$ cat src/rtl/seq_shifter.sv
// seq_shifter: multi-cycle shift unit (SLL / SRL / SRA, optional ROR) for the
// ALU datapath. A request is taken on the in_valid/in_ready handshake. The
// operand is then shifted by at most STEP bits per clock until the latched
// amount is used up, and the result is offered on out_valid/out_ready.
//
// Optional feature macro: SEQ_SHIFTER_ROTATE_EN
//   defined   -> op=2'b11 performs rotate right
//   undefined -> the rotate datapath is not built and op=2'b11 acts as SRL
//
// in_ready and out_valid come from flops loaded with the next-state decode, so
// neither output has a combinational path from any input. result is the data
// register itself.

module seq_shifter #(
  parameter  int WIDTH = 32,
  parameter  int STEP  = 4,
  localparam int SW    = $clog2(WIDTH)
) (
  input  logic             clk,
  input  logic             rst_n,
  input  logic             in_valid,
  output logic             in_ready,
  input  logic [1:0]       op,
  input  logic [WIDTH-1:0] a,
  input  logic [SW-1:0]    shamt,
  output logic             out_valid,
  input  logic             out_ready,
  output logic [WIDTH-1:0] result
);

  typedef enum logic [1:0] {
    IDLE  = 2'd0,
    SHIFT = 2'd1,
    DONE  = 2'd2
  } state_e;

  typedef enum logic [1:0] {
    OP_SLL = 2'b00,
    OP_SRL = 2'b01,
    OP_SRA = 2'b10,
    OP_ROR = 2'b11
  } op_e;

  // STEP can equal WIDTH, which does not fit in SW bits. It is therefore
  // compared in SW+1 bits. It is only used as a shift amount when it is
  // smaller than rem, and rem is at most WIDTH-1.
  localparam logic [SW:0] STEP_LIM = (SW+1)'(STEP);

  state_e           state_r;
  state_e           state_s;
  op_e              op_r;
  logic [WIDTH-1:0] data_r;
  logic [WIDTH-1:0] data_next_s;
  logic [SW-1:0]    rem_r;
  logic [SW-1:0]    rem_next_s;
  logic [SW-1:0]    step_s;
  logic             sign_r;
  logic             accept_s;
  logic             in_ready_r;
  logic             out_valid_r;

  // Right shift by k. The vacated MSBs are loaded with 'fill'. The fill mask is
  // built by shifting an all-ones word, so k=0 gives an empty mask.
  function automatic logic [WIDTH-1:0] shift_right_fill(
    input logic [WIDTH-1:0] d,
    input logic [SW-1:0]    k,
    input logic             fill
  );
    logic [WIDTH-1:0] mask;
    mask = ~({WIDTH{1'b1}} >> k);
    if (fill) begin
      return (d >> k) | mask;
    end else begin
      return d >> k;
    end
  endfunction

`ifdef SEQ_SHIFTER_ROTATE_EN
  // Rotate right by k. Shift a doubled copy of the word and keep the low half,
  // so the bits leaving the LSB re-enter at the MSB.
  function automatic logic [WIDTH-1:0] rotate_right(
    input logic [WIDTH-1:0] d,
    input logic [SW-1:0]    k
  );
    logic [2*WIDTH-1:0] dbl;
    dbl = {d, d} >> k;
    return dbl[WIDTH-1:0];
  endfunction
`endif

  // Bits to move this clock: k = min(rem, STEP).
  always_comb begin
    step_s = rem_r;
    if ({1'b0, rem_r} > STEP_LIM) begin
      step_s = STEP_LIM[SW-1:0];
    end else begin
      step_s = rem_r;
    end
  end

  // Remaining count after this clock's step.
  always_comb begin
    rem_next_s = rem_r - step_s;
  end

  // One partial shift of the data register, using the fill rule of the
  // latched op.
  always_comb begin
    data_next_s = data_r;
    case (op_r)
      OP_SLL:  data_next_s = data_r << step_s;
      OP_SRL:  data_next_s = shift_right_fill(data_r, step_s, 1'b0);
      OP_SRA:  data_next_s = shift_right_fill(data_r, step_s, sign_r);
`ifdef SEQ_SHIFTER_ROTATE_EN
      OP_ROR:  data_next_s = rotate_right(data_r, step_s);
`else
      OP_ROR:  data_next_s = shift_right_fill(data_r, step_s, 1'b0);
`endif
      default: data_next_s = data_r;
    endcase
  end

  // A request is taken only while idle.
  always_comb begin
    accept_s = 1'b0;
    if (state_r == IDLE) begin
      accept_s = in_valid;
    end else begin
      accept_s = 1'b0;
    end
  end

  // Next-state logic. The current step may consume the last of rem, and the
  // unit then moves to DONE. Because of this, shamt=0 still spends one SHIFT
  // clock.
  always_comb begin
    state_s = state_r;
    case (state_r)
      IDLE: begin
        if (in_valid) begin
          state_s = SHIFT;
        end else begin
          state_s = IDLE;
        end
      end
      SHIFT: begin
        if (rem_next_s == {SW{1'b0}}) begin
          state_s = DONE;
        end else begin
          state_s = SHIFT;
        end
      end
      DONE: begin
        if (out_ready) begin
          state_s = IDLE;
        end else begin
          state_s = DONE;
        end
      end
      default: state_s = IDLE;
    endcase
  end

  // State register. Reset discards any operation in flight.
  always_ff @(posedge clk or negedge rst_n) begin
    if (!rst_n) begin
      state_r <= IDLE;
    end else begin
      state_r <= state_s;
    end
  end

  // Handshake flags are registered decodes of the state being entered.
  always_ff @(posedge clk or negedge rst_n) begin
    if (!rst_n) begin
      in_ready_r  <= 1'b1;
      out_valid_r <= 1'b0;
    end else begin
      in_ready_r  <= (state_s == IDLE);
      out_valid_r <= (state_s == DONE);
    end
  end

  // Datapath. Operands are captured on the accept edge only. The data
  // register shifts during SHIFT and holds in DONE and IDLE.
  always_ff @(posedge clk or negedge rst_n) begin
    if (!rst_n) begin
      data_r <= {WIDTH{1'b0}};
      rem_r  <= {SW{1'b0}};
      op_r   <= OP_SLL;
      sign_r <= 1'b0;
    end else begin
      case (state_r)
        IDLE: begin
          if (accept_s) begin
            data_r <= a;
            rem_r  <= shamt;
            op_r   <= op_e'(op);
            sign_r <= a[WIDTH-1];
          end else begin
            data_r <= data_r;
            rem_r  <= rem_r;
            op_r   <= op_r;
            sign_r <= sign_r;
          end
        end
        SHIFT: begin
          data_r <= data_next_s;
          rem_r  <= rem_next_s;
        end
        DONE: begin
          data_r <= data_r;
          rem_r  <= rem_r;
        end
        default: begin
          data_r <= data_r;
          rem_r  <= rem_r;
        end
      endcase
    end
  end

  assign in_ready  = in_ready_r;
  assign out_valid = out_valid_r;
  assign result    = data_r;

endmodule

$ cat config.mk
export PLATFORM = sky130hd
export DESIGN_NAME = seq_shifter
export DESIGN_NICKNAME = d
export VERILOG_FILES = /design/src/rtl/seq_shifter.sv
export SDC_FILE = /design/constraint.sdc
export NUM_CORES = 1
export LEC_CHECK = 0
export BUFFER_PORTS_ARGS = -buffer_cell sky130_fd_sc_hd__buf_2
export CAP_MARGIN = 15
export CORE_MARGIN = 8
export CORE_UTILIZATION = 40
export DETAILED_ROUTE_END_ITERATION = 8
export HOLD_SLACK_MARGIN = 0.1
export PLACE_DENSITY = 0.62
export RECOVER_POWER = 100
export SLEW_MARGIN = 20
export SYNTH_ARGS = -nofsm -noshare
export SYNTH_HDL_FRONTEND = slang
export SYNTH_SLANG_ARGS = --single-unit
$ cat constraint.sdc
create_clock -name clk -period 3.6 [get_ports clk]
set_input_delay 0 -clock clk [delete_from_list [all_inputs] [get_ports clk]]
set_output_delay 0 -clock clk [all_outputs]
set_load 0.005 [all_outputs]
== Word-level counts from Yosys, hierarchy flattened ==
Index checks and enable logic that the tools add are counted.

* Bits in registers: 44
* Input port bits: 43
* Output and inout bits: 34
* Word-level logic and storage cells: 41

* Reduce and logical (&&, ||, !) cells: 8
* Eq/ne operators: 7
* Order comparisons: 1
* Shifts and indexed selects: 3
* Bitwise gates (word level): 2
* Add/sub/neg operators: 1
* Mux-type cells: 12

{| class="wikitable"
|+ Operators by type and width
! cell !! count
|-
| 32-bit one-hot mux with 3 select lines || 1
|-
| 32-bit two-way mux || 2
|-
| 32-bit one-hot mux with 2 select lines || 1
|-
| 32-bit NOT || 1
|-
| 32-bit bitwise OR || 1
|-
| 32-bit by 5-bit << shifter with 32-bit output || 1
|-
| 32-bit by 5-bit right shift with 32-bit output || 1
|-
| 32-bit by 5-bit right shift with 32-bit output (first input constant) || 1
|-
| 5-bit two-way mux || 2
|-
| 5-bit one-hot mux with 2 select lines || 1
|-
| 2-bit equality test (second input constant) || 4
|-
| 2-bit zero test || 3
|-
| 2-bit one-hot mux with 3 select lines || 1
|-
| 5-bit by 3-bit greater-than comparator with 1-bit output (second input constant) || 1
|-
| 5-bit zero test || 1
|-
| 5-bit subtractor || 1
|-
| 2-bit by 1-bit equality test with 1-bit output (second input constant) || 2
|-
| 2-bit two-way mux || 2
|-
| 2-bit AND reduction || 2
|-
| 1-bit two-way mux || 2
|-
| 2-bit inequality test (second input constant) || 1
|-
| 2-bit nonzero test || 1
|-
| 2-bit OR reduction || 1
|}

== Logic depth before layout (Yosys ltp) ==
* Depth in word-level cells: 8
* Mapped depth: 12
* Depth with buffers taken out: 8

== Least setup slack after synthesis ==
OpenSTA, ideal clock, no wires.

* Path kind: register to register
* Start: reg rem_r[4]
* End: reg state_r[0]
* Cell stages (with the launch flop): 13
* Path slack: 930 ps
* Data required time: 3,463 ps
* Buffers on the path: 4
* Clock period less this slack: 2,670 ps
* Setup time: 137 ps
* Arrival: 2,533 ps
* Path through: dfrtp_1 > buf_2 > or3_1 > buf_2 > buf_2 > buf_1 > nand2_1 > ha_1 > o21a_1 > o21ai_1 > o21ai_1 > nor4_1 > a21oi_1

* Cells in the longest elaborated chain, start to end: 6

{| class="wikitable"
|+ RTL lines
! what !! RTL line !! RTL
|-
| start: declaration || 54 || <nowiki>logic [SW-1:0] rem_r;</nowiki>
|-
| start signal: assignment || 189 || <nowiki>rem_r <= {SW{1'b0}};</nowiki>
|-
| start signal: assignment || 197 || <nowiki>rem_r <= shamt;</nowiki>
|-
| start signal: assignment || 202 || <nowiki>rem_r <= rem_r;</nowiki>
|-
| 5-bit by 3-bit greater-than comparator with 1-bit output || 94 || <nowiki>if ({1'b0, rem_r} > STEP_LIM) begin</nowiki>
|-
| 5-bit two-way mux || 94 ||
|-
| 5-bit subtractor (*) || 103 || <nowiki>rem_next_s = rem_r - step_s;</nowiki>
|-
| 5-bit zero test (*) || 147 || <nowiki>if (rem_next_s == {SW{1'b0}}) begin</nowiki>
|-
| 2-bit two-way mux (*) || 147 ||
|-
| 2-bit one-hot mux with 3 select lines (*) || 138 || <nowiki>case (state_r)</nowiki>
|-
| net state_s[0] || 50 || <nowiki>state_e state_s;</nowiki>
|-
| end signal: assignment || 169 || <nowiki>state_r <= state_s;</nowiki>
|-
| end: declaration || 49 || <nowiki>state_e state_r;</nowiki>
|}

Mark *: on every way through the listed nets, which the timed path passes. The rest lies on a longest branch.
A chain may end at the register's enable or synchronous reset.

== Worst setup path after layout ==
* Start: reg rem_r[2]
* End: reg data_r[23], in the netlist result[23]

* Cells in the longest elaborated chain, start to end: 8
* Elaborated cells on any way between the ends: 10
* Classes of those cells: order compare: 1; shift: 3; mux: 4; bitwise: 2

{| class="wikitable"
|+ RTL lines
! what !! RTL line !! RTL
|-
| 5-bit by 3-bit greater-than comparator with 1-bit output || 94 ||
|-
| 5-bit two-way mux (*) || 94 ||
|-
| 32-bit by 5-bit right shift with 32-bit output || -- ||
|-
| 32-bit NOT || -- ||
|-
| 32-bit bitwise OR || 72 || <nowiki>return (d >> k) | mask;</nowiki>
|-
| 32-bit two-way mux || 71 || <nowiki>if (fill) begin</nowiki>
|-
| 32-bit one-hot mux with 3 select lines (*) || 110 || <nowiki>case (op_r)</nowiki>
|-
| 32-bit one-hot mux with 2 select lines (*) || 193 || <nowiki>case (state_r)</nowiki>
|-
| end signal: assignment || 188 || <nowiki>data_r <= {WIDTH{1'b0}};</nowiki>
|-
| end signal: assignment || 201 || <nowiki>data_r <= data_r;</nowiki>
|-
| end signal: assignment || 208 || <nowiki>data_r <= data_next_s;</nowiki>
|-
| end: declaration || 52 || <nowiki>logic [WIDTH-1:0] data_r;</nowiki>
|}

Mark *: on every way between the ends. The rest lies on a longest branch, timed or not.

==> results.py <==
metrics = {
    "synthesis": {
        "synth_ff_type": "dfrtp_1",
        "yosys_warnings": 0,
        "yosys-top-cells-area": "dfrtp_1, mux4_2, nand2_1",
        "ys_ff_latch": 44,
        "yosysMostFrequentCell": "nand2_1",
        "synth_common_cells": "nand2_1, a21oi_1, dfrtp_1",
        "ys_types": 62,
        "synth_top_cell_area_share": 0.235,
        "synth_nets": 634,
        "synthesis.area_mm2": 0.00459,
        "seq_area_frac_synth": 0.240,
        "async_flop_share": 1.00,
        "synth.avg_cell_area_um2": 7.77,
        "synth_top_cell_by_area": "dfrtp_1",
        "synth_edf_count": 0,
        "syn_inst": 590,
    },
    "sta": {
        "max_slew_margin": 0.172,
        "period_share": 0.855,
        "grt_setup_unrepaired": "no",
        "fin_tns_setup_ps": 0,
        "tightest_slew_ps": 1230,
        "hold_viol_final": 0,
        "slew_violations": 0,
        "fmax_mhz": 325,
        "fin_crit_ps": 3080,
        "setup_viol": 0,
        "finClkSkew_ps": 6.34,
    },
    "clock_tree": {
        "cts_root_buffer": "clkbuf_16",
        "cts_tree": "built",
        "cts_max_level": 2,
        "cts_buffer_depth": 2,
        "numCtsBuffers": 5,
        "clock_latency_ps": 290,
        "clk_pin_slew_ps": 70,
        "postCtsSetupBuffers": 0,
        "clkSinkCount": 44,
    },
    "critical_path": {
        "cp.arrival_ps": 3230,
        "startpoint_type": "register",
        "crit_type": "reg -> reg",
        "cp_max_fo": 18,
        "endpoint_kind": "register",
        "r2r_cells": 5,
        "worstPathRequired_ps": 3760,
    },
    "global_route": {
        "grt_pass1_wl_um": 27600,
        "grt_max_degree": 45,
        "track_usage": 0.226,
        "grt_pass1_vias": 5123,
        "antenna_found_initial": 0,
        "overflow": 0,
    },
    "placement": {
        "dp.cells": 749,
        "port_buffers": 76,
        "gp_congestion": 0.912,
        "hpwlAfterDp_um": 11200,
    },
    "floorplanning": {
        "placeableCoreArea_mm2": 0.0113,
        "die_w_um": 123,
        "start_util": 0.405,
        "num_rows": 39,
        "die_area_mm2": 0.0151,
        "die_h_um": 123,
        "ioPinCount": 77,
    },
    "pwr": {
        "vdd_drop_max_mv": 0.483,
        "p_leak_nw": 2.07,
        "p_per_area_mw_per_mm2": 1100,
    },
    "layout": {
        "fin_cells": 784,
        "antenna_cells": 0,
        "fillCellCount": 1133,
        "final_layout_size_suffix_gt1_frac": 0.167,
        "area_growth_pct": 15.1,
        "fin_nets": 684,
    },
    "drt": {
        "drc_errors": 0,
        "wl_per_cell_um": 21.7,
        "dr.pass1.iters": 5,
        "wl_um": 17000,
        "drt-initial-drc-count": 693,
        "via_count": 5151,
        "viasPerCell": 6.57,
        "ant_nets": 0,
    },
    "hold_path": {
        "hold_path.class": "in -> reg",
        "whs_path_depth": 4,
    },
    "run_status": {
        "status": "complete, no violations",
    },
    "flow_run": {
        "drv_cap": 0,
    },
}
-- registers in the layout, indices dropped and copies added (netlist names) --
name	cells
out_valid	1
state_r	2
rem_r	5
sign_r	1
in_ready	1
op_r	2
result	32
-- cell type report --
class / count / area, um2 / area share
Multi-Input combinational cell: 466 / 3100 / 0.587
Sequential cell: 44 / 1100 / 0.209
Timing Repair Buffer: 119 / 731 / 0.138
Tap cell: 143 / 179 / 0.0339
Clock buffer: 6 / 139 / 0.0263
Inverter: 4 / 15.0 / 0.00284
Clock inverter: 2 / 10.0 / 0.00190
-- where the power goes --
group,leakage (nW),internal [mW],switching (mW)
Sequential,0.526,0.769,0.837
Clock,0.0766,0.274,0.207
Combinational,1.46,1.64,2.09
-- timing repair --
action / in CTS / in global routing
resized for setup: 0 / 0
hold endpoints to repair: 71 / 0
hold buffers: 27 / 0
-- critical path, cell delays in order, from the launching register on --
cell and delay, ps:
dfrtp_1 610, or3_1 670, buf_4 290, nor2_2 740, a21oi_1 190, o32ai_1 430
-- metal layers --
layer / part of all wire / vias up / global-route usage
li1: - / 2298 / -
met1: 0.42 / 2434 / 0.306
met2: 0.44 / 377 / 0.346
met3: 0.12 / 42 / 0.0511
met4: 0.022 / 0 / 0.0790
met5: 0 / - / 0
-- metrics by stage --
step	cell area (um2)	utilization	total power, mW	hold slack, ps	setup slack (ps)
CTS	5350	0.472	5.82	101	889
finish	5280	0.466	5.81	99.2	523
global placement	4930	0.435	5.23	217	945
floorplan	4590	-	4.19	-296	930
detailed placement	4930	0.435	5.31	223	895
global route	5280	0.466	6.27	122	321
-- cells in the final DEF, fill, tap and decap left out, types with 13 or more instances in the layout --
cell type      Yosys  layout
buf_2             22      49
nor3_1            20      20
clkbuf_1          41      28
buf_4              1      14
nor2_1            30      29
nand2_1          106     106
nand3_1           27      27
o21ai_0           23      27
or3_1             14      14
mux4_2            23      23
o22ai_1           13      13
dlygate4sd3_1      0      27
a21oi_1           58      58
dfrtp_1           43      42
mux2i_1           26      26
a31oi_1           16      16
-- worst paths after layout --
path / start / endpoint / slack (ps)
setup / recovery: rem_r[2] / result[23] / 520
hold / removal: a[9] / result[9] / 100
setup reg to reg: rem_r[2] / result[23] / 520
hold reg to reg: sign_r / sign_r / 520
max in group asynchronous: rst_n / rem_r[1] / 2860
min in group asynchronous: rst_n / result[21] / 270
-- kinds of logic after synthesis --
family | synth area share
AOI/OAI and AO/OA | 0.254
adders and majority gates | 0.00273
buffers and inverters | 0.0797
DFF | 0.240
muxes | 0.180
other | 0.000818
and+or+nand+nor | 0.243
Note: power is estimated with default switching activity, not from simulation.
